File: src/rtl/led_pattern_decoder_if.sv
// LED bus bundle between the chaser side (master) and the pattern decoder (slave).
// The observed LED value flows into the decoder; the decoder's status flows back out.
interface led_pattern_decoder_if #(
  parameter int CNT_W = 8
);
  logic [7:0]       led;
  logic [1:0]       mode;
  logic [3:0]       step;
  logic             done;
  logic             abort;
  logic             err;
  logic             in_err;
  logic [CNT_W-1:0] err_cnt;

  modport master (
    output led,
    input  mode, step, done, abort, err, in_err, err_cnt
  );

  modport slave (
    input  led,
    output mode, step, done, abort, err, in_err, err_cnt
  );
endinterface

File: src/rtl/led_pattern_decoder.sv
// Receive-side checker for the 8-LED chaser bus. Recognises the fill sequence
// (00, 80, C0, ..., FF, 00) and the walking-dot sequence (00, 80, 40, ..., 01, 00),
// reports mode/step, pulses on completion/abort, and flags and counts illegal patterns.
module led_pattern_decoder #(
  parameter int CNT_W = 8
) (
  input  logic                  ck,
  input  logic                  rs,
  led_pattern_decoder_if.slave  bus
);

  localparam logic [2:0] S_IDLE  = 3'd0;
  localparam logic [2:0] S_START = 3'd1;
  localparam logic [2:0] S_FILL  = 3'd2;
  localparam logic [2:0] S_DOT   = 3'd3;
  localparam logic [2:0] S_ERR   = 3'd4;

  localparam logic [CNT_W-1:0] CNT_ONE = {{(CNT_W-1){1'b0}}, 1'b1};

  logic [2:0]       state, state_nx;
  logic [3:0]       step_q, step_nx;
  logic [1:0]       mode_q, mode_nx;
  logic             done_q, done_nx;
  logic             abort_q, abort_nx;
  logic             err_q, err_nx;
  logic             in_err_q;
  logic [CNT_W-1:0] cnt_q;

  // Fill pattern with the top k LEDs lit (k = 0..8).
  function automatic logic [7:0] fill_pat(input logic [3:0] k);
    return ~(8'hFF >> k);
  endfunction

  // Walking-dot pattern with the single lit LED at position p (p = 1..8, 1 = bit 7).
  function automatic logic [7:0] dot_pat(input logic [3:0] p);
    return 8'h80 >> (p - 4'd1);
  endfunction

  // Next-state decode: one legal successor per state, 00 ends a sequence, anything else is an error.
  always_comb begin
    state_nx = state;
    step_nx  = step_q;
    done_nx  = 1'b0;
    abort_nx = 1'b0;
    err_nx   = 1'b0;
    case (state)
      S_IDLE: begin
        step_nx = 4'd0;
        if (bus.led == 8'h80) begin
          state_nx = S_START;
          step_nx  = 4'd1;
        end else if (bus.led != 8'h00) begin
          state_nx = S_ERR;
          err_nx   = 1'b1;
        end
      end
      S_START: begin
        if (bus.led == 8'hC0) begin
          state_nx = S_FILL;
          step_nx  = 4'd2;
        end else if (bus.led == 8'h40) begin
          state_nx = S_DOT;
          step_nx  = 4'd2;
        end else if (bus.led == 8'h00) begin
          state_nx = S_IDLE;
          step_nx  = 4'd0;
          abort_nx = 1'b1;
        end else begin
          state_nx = S_ERR;
          step_nx  = 4'd0;
          err_nx   = 1'b1;
        end
      end
      S_FILL: begin
        if (step_q != 4'd8 && bus.led == fill_pat(step_q + 4'd1)) begin
          step_nx = step_q + 4'd1;
        end else if (bus.led == 8'h00) begin
          state_nx = S_IDLE;
          step_nx  = 4'd0;
          done_nx  = (step_q == 4'd8);
          abort_nx = (step_q != 4'd8);
        end else begin
          state_nx = S_ERR;
          step_nx  = 4'd0;
          err_nx   = 1'b1;
        end
      end
      S_DOT: begin
        if (step_q != 4'd8 && bus.led == dot_pat(step_q + 4'd1)) begin
          step_nx = step_q + 4'd1;
        end else if (bus.led == 8'h00) begin
          state_nx = S_IDLE;
          step_nx  = 4'd0;
          done_nx  = (step_q == 4'd8);
          abort_nx = (step_q != 4'd8);
        end else begin
          state_nx = S_ERR;
          step_nx  = 4'd0;
          err_nx   = 1'b1;
        end
      end
      S_ERR: begin
        step_nx = 4'd0;
        if (bus.led == 8'h00) begin
          state_nx = S_IDLE;
        end
      end
      default: begin
        state_nx = S_IDLE;
        step_nx  = 4'd0;
      end
    endcase
  end

  // Map the upcoming state to the reported mode; ERR reports as idle.
  always_comb begin
    mode_nx = 2'd0;
    case (state_nx)
      S_START: mode_nx = 2'd1;
      S_FILL:  mode_nx = 2'd2;
      S_DOT:   mode_nx = 2'd3;
      default: mode_nx = 2'd0;
    endcase
  end

  // Register state and every output; reset clears all and overrides any transition.
  always_ff @(posedge ck) begin
    if (!rs) begin
      state    <= S_IDLE;
      step_q   <= 4'd0;
      mode_q   <= 2'd0;
      done_q   <= 1'b0;
      abort_q  <= 1'b0;
      err_q    <= 1'b0;
      in_err_q <= 1'b0;
      cnt_q    <= '0;
    end else begin
      state    <= state_nx;
      step_q   <= step_nx;
      mode_q   <= mode_nx;
      done_q   <= done_nx;
      abort_q  <= abort_nx;
      err_q    <= err_nx;
      in_err_q <= (state_nx == S_ERR);
      if (err_nx && cnt_q != '1) begin
        cnt_q <= cnt_q + CNT_ONE;
      end
    end
  end

  assign bus.mode    = mode_q;
  assign bus.step    = step_q;
  assign bus.done    = done_q;
  assign bus.abort   = abort_q;
  assign bus.err     = err_q;
  assign bus.in_err  = in_err_q;
  assign bus.err_cnt = cnt_q;

endmodule
File: src/flat_wrapper.sv
// flat-port wrapper written by rule: the top's interface ports become plain ports
module led_pattern_decoder_flat 
#(
  parameter int CNT_W = 8
)
  (ck, rs, bus_led, bus_mode, bus_step, bus_done, bus_abort, bus_err, bus_in_err, bus_err_cnt);
  led_pattern_decoder_if #(.CNT_W(CNT_W)) bus_i ();
  input  logic ck;
  input  logic rs;
  input wire logic [$bits(bus_i.led)-1:0] bus_led;
  output wire logic [$bits(bus_i.mode)-1:0] bus_mode;
  output wire logic [$bits(bus_i.step)-1:0] bus_step;
  output wire logic [$bits(bus_i.done)-1:0] bus_done;
  output wire logic [$bits(bus_i.abort)-1:0] bus_abort;
  output wire logic [$bits(bus_i.err)-1:0] bus_err;
  output wire logic [$bits(bus_i.in_err)-1:0] bus_in_err;
  output wire logic [$bits(bus_i.err_cnt)-1:0] bus_err_cnt;
  assign bus_i.led = bus_led;
  assign bus_mode = bus_i.mode;
  assign bus_step = bus_i.step;
  assign bus_done = bus_i.done;
  assign bus_abort = bus_i.abort;
  assign bus_err = bus_i.err;
  assign bus_in_err = bus_i.in_err;
  assign bus_err_cnt = bus_i.err_cnt;
  led_pattern_decoder #(.CNT_W(CNT_W)) u_core (.ck(ck), .rs(rs), .bus(bus_i));
endmodule
File: config.mk
export PLATFORM = sky130hd
export DESIGN_NAME = led_pattern_decoder_flat
export DESIGN_NICKNAME = d
export VERILOG_FILES = /design/src/rtl/led_pattern_decoder_if.sv /design/src/rtl/led_pattern_decoder.sv /design/src/flat_wrapper.sv
export SDC_FILE = /design/constraint.sdc
export NUM_CORES = 1
export LEC_CHECK = 0
export ABC_AREA = 1
export BUFFER_PORTS_ARGS = -buffer_cell sky130_fd_sc_hd__clkbuf_2
export CORE_UTILIZATION = 63
export CTS_BUF_LIST = sky130_fd_sc_hd__clkbuf_2 sky130_fd_sc_hd__clkbuf_4 sky130_fd_sc_hd__clkbuf_8
export DETAILED_ROUTE_END_ITERATION = 8
export PLACE_DENSITY_LB_ADDON = 0.05
export SLEW_MARGIN = 20
export SYNTH_ARGS = -nofsm -noshare
export SYNTH_HDL_FRONTEND = slang
export SYNTH_SLANG_ARGS = --single-unit
File: constraint.sdc
create_clock -name ck -period 5.6 [get_ports ck]
set_input_delay 0.28 -clock ck [delete_from_list [all_inputs] [get_ports ck]]
set_output_delay 0.28 -clock ck [all_outputs]
set_load 0.01 [all_outputs]
==> results.cfg, run 1 <==
[worst_setup_path]
worstPathRequired_ns = 5.85
crit_top_cell = nand3_1
cp_slowest_stage_delay_ns = 0.56
r2r_cells = 17
path_cells = inv_1, ha_1, inv_1, nand3_1, nor2_2, nand2_8, nand2_4, inv_2, nand3_1, nand3_1, nor2_2, nand2_2, nand3_2, nand3_2, nand2_2, nand2_1, a21oi_1
worstPathMaxFanout = 11
arrival_ns = 3.18
start_kind = flip-flop
crit_end = u_core.bus.err_cnt[7]$_SDFFE_PN0P_
crit_slowest_cell = dfxtp_1
rr_startpoint = u_core.bus.step[0]$_SDFF_PN0_
startpoint = u_core.bus.step[0]$_SDFF_PN0_
worst-setup-path-type = flip-flop to flip-flop
rr_endpoint = u_core.bus.err_cnt[7]$_SDFFE_PN0P_
reg2reg_slack_ns = 2.66
end_kind = flip-flop

[routing]
drc = 0
drtPass1Iterations = 4
via_per_inst = 5.32
postRouteAntennaNets = 0
routed_wl_um = 3600
vias = 1644
wl_per_cell_um = 11.7
drtIter0Drc = 58

[hold_path]
holdCritStartpoint = rs
whs_path_depth = 3
worstHoldPathType = primary input to flip-flop

[cts]
cts-root-buf = clkbuf_4
cts_buffer_depth = 2
cts.repair.resized = 0
postCtsHoldBufs = 0
htree_num_levels = 1
post_cts_buffers = 0
clock_latency_ns = 0.31
clkTransAtPathRegs_ns = 0.12
cts_tree = done
clock-sinks = 21
cts_buffers = 3

[global_route]
grt_overflow_total = 0
first_global_vias = 1359
grt_pass1_wl_um = 5670
grt_max_degree = 15
gr-usage-all-layers_pct = 27.0
antenna_found_initial = 0

[yosys]
seq_area_frac_synth_pct = 25.1
yosysUniqueCellTypes = 30
syn_nets = 269
synth_cells = 252
synth_warnings = 0
ys_ff_latch = 21
postSynthAreaPerCell_um2 = 6.64
syn_area_um2 = 1670

[floorplan]
fp.dieArea_um2 = 2870
ios = 28
die_h_um = 53.5
floorplan.die.width_um = 53.5
design.core.area_um2 = 2500
initial_core_util_pct = 66.9
rows = 18

[timing]
slew_violations = 0
period_needed_ns = 2.94
setup_tns_ns = 0
finClkSkew_ns = 0.00154
rsz0062_at_grt = no
whs_ns = 0.194
max_freq_ghz = 0.340
timing.final.crit_share_pct = 52.5
slew_headroom_pct = 63.9
tightest_slew_ns = 0.537
final_hold_viol_count = 0
finalSetupViolCount = 0

[pwr]
ir_worst_vdd_v = 0.000251
p_per_area_nw_per_um2 = 143
p_leak_nw = 0.905

[cells_and_area]
area_growth_syn_to_layout_pct = 10.3
antenna_cells = 0
final_util_pct = 73.8
finalNonFillerCells = 309
final_nets = 297
final_area_um2 = 1850
drive_above_1_share_pct = 20.8

[placement]
dp_hpwl_um = 2890
placed_area_um2 = 1820
dp_cells = 305
routabilityCongestion = 0.899
portBuffers = 27

[outcome]
status = finished clean

[flow_run]
timing.max_cap.violations = 0
==> registers in the layout, indices dropped and copies added, names as in the netlist <==
register and count:
u_core.bus.err_cnt 8, u_core.bus.step 4, u_core.state 3, u_core.bus.mode 2
u_core.bus.abort 1, u_core.bus.done 1, u_core.bus.err 1, u_core.bus.in_err 1
==> worst min-delay path by stage <==
| stage | endpoint | slack (ns) |
|---|---|---|
| 2_1_floorplan | u_core.bus.err_cnt[0]$_SDFFE_PN0P_ | 0.40 |
| 5_1_grt | u_core.bus.err_cnt[0]$_SDFFE_PN0P_ | 0.21 |
| 6_report | u_core.bus.err_cnt[6]$_SDFFE_PN0P_ | 0.19 |
| 3_3_place_gp | u_core.bus.err_cnt[3]$_SDFFE_PN0P_ | 0.50 |
| 3_5_place_dp | u_core.bus.err_cnt[7]$_SDFFE_PN0P_ | 0.51 |
| 4_1_cts | u_core.bus.err_cnt[6]$_SDFFE_PN0P_ | 0.19 |
==> worst max-delay path: cells and delay by family (launching register included) <==
kind,cells,cell delay [ns]
and+or+nand+nor,12,1.48
DFF,1,0.56
buffers and inverters,3,0.37
adders and majority gates,1,0.32
AOI/OAI and AO/OA,1,0.13
==> synthesized netlist by cell type <==
cell      count  area (µm²)
nand2_1      52         195
inv_1        34         128
nor2_1       29         109
nand3_1      27         135
dfxtp_1      21         420
a21oi_1      12        60.1
xor2_1       11        96.3
nand4_1       8        50.1
ha_1          7        87.6
nand3_2       7        70.1
o21ai_0       6        30.0
inv_2         4        15.0
nand2_2       4        25.0
nand2_4       4        45.0
nor2_2        4        25.0
nor4_1        3        18.8
o21ai_1       3        15.0
buf_6         2        22.5
clkbuf_1      2        7.51
o22ai_1       2        12.5
a31oi_1       1        6.26
a32o_1        1        10.0
nand2_8       1        20.0
nand4_2       1        12.5
nor3_1        1        5.00
nor3b_1       1        7.51
nor4_2        1        12.5
nor4b_2       1        15.0
o211ai_1      1        7.51
xnor2_1       1        8.76
==> cell families after synthesis <==
kind of cell | Yosys count | synth area share (%)
buffers and inverters | 42 | 10.3
xor gates and xnor gates | 12 | 6.28
adders and majority gates | 7 | 5.24
AOI/OAI and AO/OA | 26 | 8.45
and+or+nand+nor | 144 | 44.6
DFF | 21 | 25.1
==> per-layer routing <==
layer / track usage (%) / vias to the layer above / share of wire [%] / wire length, µm
met2: 45.6 / 39 / 44 / 1590
li1: - / 877 / - / -
met4: 3.95 / 0 / 0.50 / 18
met1: 36.2 / 724 / 50 / 1810
met3: 5.08 / 4 / 5.1 / 184
met5: 0 / - / 0 / 0
==> final cells by class <==
type / count / area (µm²)
inverters: 38 / 143
repair buffers: 27 / 135
clock buffers: 3 / 22.5
flip-flops and latches: 21 / 420
clock inverters: 1 / 7.51
fillers: 220 / 654
multi-input cells: 189 / 1080
well taps: 30 / 37.5
==> report_power, final <==
group	internal [mW]	switching, mW	leakage [nW]
clock	0.0273	0.0478	0.0139
sequential	0.152	0.00238	0.171
combinational	0.0124	0.0215	0.720
==> metrics by stage <==
step	total power, mW	setup WS [ns]
after CTS	0.266	2.66
after floorplan	0.180	3.10
after global routing	0.274	2.40
final	0.263	2.66
after detailed placement	0.191	2.69
after global placement	0.190	2.83
==> placed cells by master, fill, tap and decap left out, types with 4 or more instances in the layout <==
cell type / n
nand4_1: 8
ha_1: 7
xor2_1: 11
nor2_2: 4
nor2_1: 29
dfxtp_1: 21
a21oi_1: 12
nand2_1: 52
clkbuf_2: 27
inv_2: 4
inv_1: 34
o21ai_0: 6
nand2_4: 4
nand3_1: 27
nand2_2: 4
nand3_2: 7
No activity file was read; power rests on OpenSTA's default activity.
==> inputs of run 2 (changes only) <==
--- a/config.mk
+++ b/config.mk
@@ -7,7 +7,7 @@
 export LEC_CHECK = 0
 export ABC_AREA = 1
 export BUFFER_PORTS_ARGS = -buffer_cell sky130_fd_sc_hd__clkbuf_2
-export CORE_UTILIZATION = 63
+export CORE_UTILIZATION = 53
 export CTS_BUF_LIST = sky130_fd_sc_hd__clkbuf_2 sky130_fd_sc_hd__clkbuf_4 sky130_fd_sc_hd__clkbuf_8
 export DETAILED_ROUTE_END_ITERATION = 8
 export PLACE_DENSITY_LB_ADDON = 0.05
==> constraint.sdc (replaced) <==
create_clock -name ck -period 2.6 [get_ports ck]
set_input_delay 0.13 -clock ck [delete_from_list [all_inputs] [get_ports ck]]
set_output_delay 0.13 -clock ck [all_outputs]
set_load 0.01 [all_outputs]
==> run 2 against run 1 <==
Clock power rose by 110%. Worst setup slack worse by 2.4 ns. Hold slack got worse by 0.15 ns. Die area rose by 18%. Sequential cell count is the same. Wire length increased by 4.7%. Power up 110%. Critical path type unchanged. Largest power group unchanged.
==> results.cfg, run 2 (synthesized netlist as in run 1, its figures left out) <==
[timing]
slew_headroom_pct = 62.7
finalSetupViolCount = 0
slew_violations = 0
rsz0062_at_grt = no
tightest_slew_ns = 0.555
period_needed_ns = 2.33
max_freq_ghz = 0.429
finClkSkew_ns = 0.00204
setup_tns_ns = 0
final_hold_viol_count = 0
timing.final.crit_share_pct = 89.6

[worst_setup_path]
end_kind = flip-flop
arrival_ns = 2.57
start_kind = flip-flop
worst-setup-path-type = flip-flop to flip-flop
worstPathRequired_ns = 2.84
worstPathMaxFanout = 11

[cells_and_area]
final_common_cell = nand2_1
drive_above_1_share_pct = 23.7
layout_common_cells = nand2_1 (52), inv_1 (34), nor2_1 (29), nand3_1 (27), clkbuf_2 (27)
final_area_um2 = 1940
area_growth_syn_to_layout_pct = 16.0
seq_area_um2 = 423
largest_reg_flops = 8
antenna_cells = 0
multiInputGateArea_um2 = 1100
final_nets = 305
finalNonFillerCells = 331
fillers = 314

[outcome]
status = finished clean

[floorplan]
fp.dieArea_um2 = 3380
floorplan.die.width_um = 58.2
rows = 20
ios = 28
die_h_um = 58.2
design.core.area_um2 = 3030
initial_core_util_pct = 55.2

[placement]
portBuffers = 27
routabilityCongestion = 0.834
placed_area_um2 = 1890
dp_hpwl_um = 2980
dp_cells = 327

[flow_run]
timing.max_cap.violations = 0

[global_route]
grt_max_degree = 13
grt_overflow_total = 0
grt_pass1_wl_um = 6420
first_global_vias = 1492
antenna_found_initial = 0
gr-usage-all-layers_pct = 24.3

[routing]
wl_per_cell_um = 11.4
routed_wl_um = 3770
drtPass1Iterations = 4
drtIter0Drc = 89
drc = 0
postRouteAntennaNets = 0
vias = 1671
via_per_inst = 5.05

[cts]
postCtsHoldBufs = 0
cts_tree = done
cts-root-buf = clkbuf_4
cts_buffer_depth = 2
clkTransAtPathRegs_ns = 0.12
clock-sinks = 21
cts_buffers = 3
htree_num_levels = 1
clock_latency_ns = 0.30

[pwr]
p_per_area_nw_per_um2 = 290
ir_worst_vdd_v = 0.000297
p_leak_nw = 0.952

[hold_path]
worstHoldPathType = primary input to flip-flop
## run 2: final timing paths
check / to / slack, ns / start / cells after the start
setup reg to reg: u_core.bus.err_cnt[7]$_SDFFE_PN0P_ / 0.27 / u_core.bus.step[0]$_SDFF_PN0_ / 17
setup / recovery: u_core.bus.err_cnt[7]$_SDFFE_PN0P_ / 0.27 / u_core.bus.step[0]$_SDFF_PN0_ / 17
hold reg to reg: u_core.bus.err_cnt[7]$_SDFFE_PN0P_ / 0.53 / u_core.bus.err_cnt[7]$_SDFFE_PN0P_ / 2
hold / removal: u_core.bus.err_cnt[6]$_SDFFE_PN0P_ / 0.04 / rs / 3
## run 2: routing by layer
metal	GRT usage (%)	share of wire [%]	vias up
li1	-	-	887
met1	35.9	53	751
met2	37.1	43	31
met3	4.46	3.3	2
met4	4.08	0.34	0
met5	0	0	-
## run 2: worst max-delay path, stage by stage (launching register included)
cell and delay, ns:
dfxtp_2 0.37, inv_1 0.06, ha_1 0.28, inv_1 0.11, nand3_1 0.13, nor2_4 0.15, nand2_8 0.09, nand4_1 0.08
nand2_1 0.05, nor2_1 0.09, nand2_1 0.08, nor2_2 0.13, nand2_2 0.07, nand3_2 0.09, nand3_4 0.16, nand2_4 0.13
nand2_1 0.07, a21oi_1 0.12
## run 2: timing repair
action,in CTS,in global routing
setup buffers,0,0
setup endpoints to repair,0,9
resized for setup,0,5
## run 2: area by class of cell
cell class	count	share of cell area, %
Timing Repair Buffer	35	10.1
Sequential cell	21	21.8
Tap cell	44	2.84
Inverter	38	7.35
Clock inverter	1	0.258
Multi-Input combinational cell	189	56.5
Clock buffer	3	1.16
## run 2: stage by stage
stage	hold slack, ns	setup WS, ns	total power [mW]	utilization, %
floorplan	0.251	0.101	0.388	-
global placement	0.374	0.141	0.411	62.5
detailed placement	0.371	0.117	0.412	62.5
CTS	0.0412	0.0714	0.568	63.4
global route	0.0296	0.0119	0.600	64.1
finish	0.0423	0.269	0.563	64.1
## run 2: power breakdown
group / switching (mW) / internal (mW)
registers: 0.00520 / 0.327
clock network: 0.0990 / 0.0573
logic: 0.0472 / 0.0275
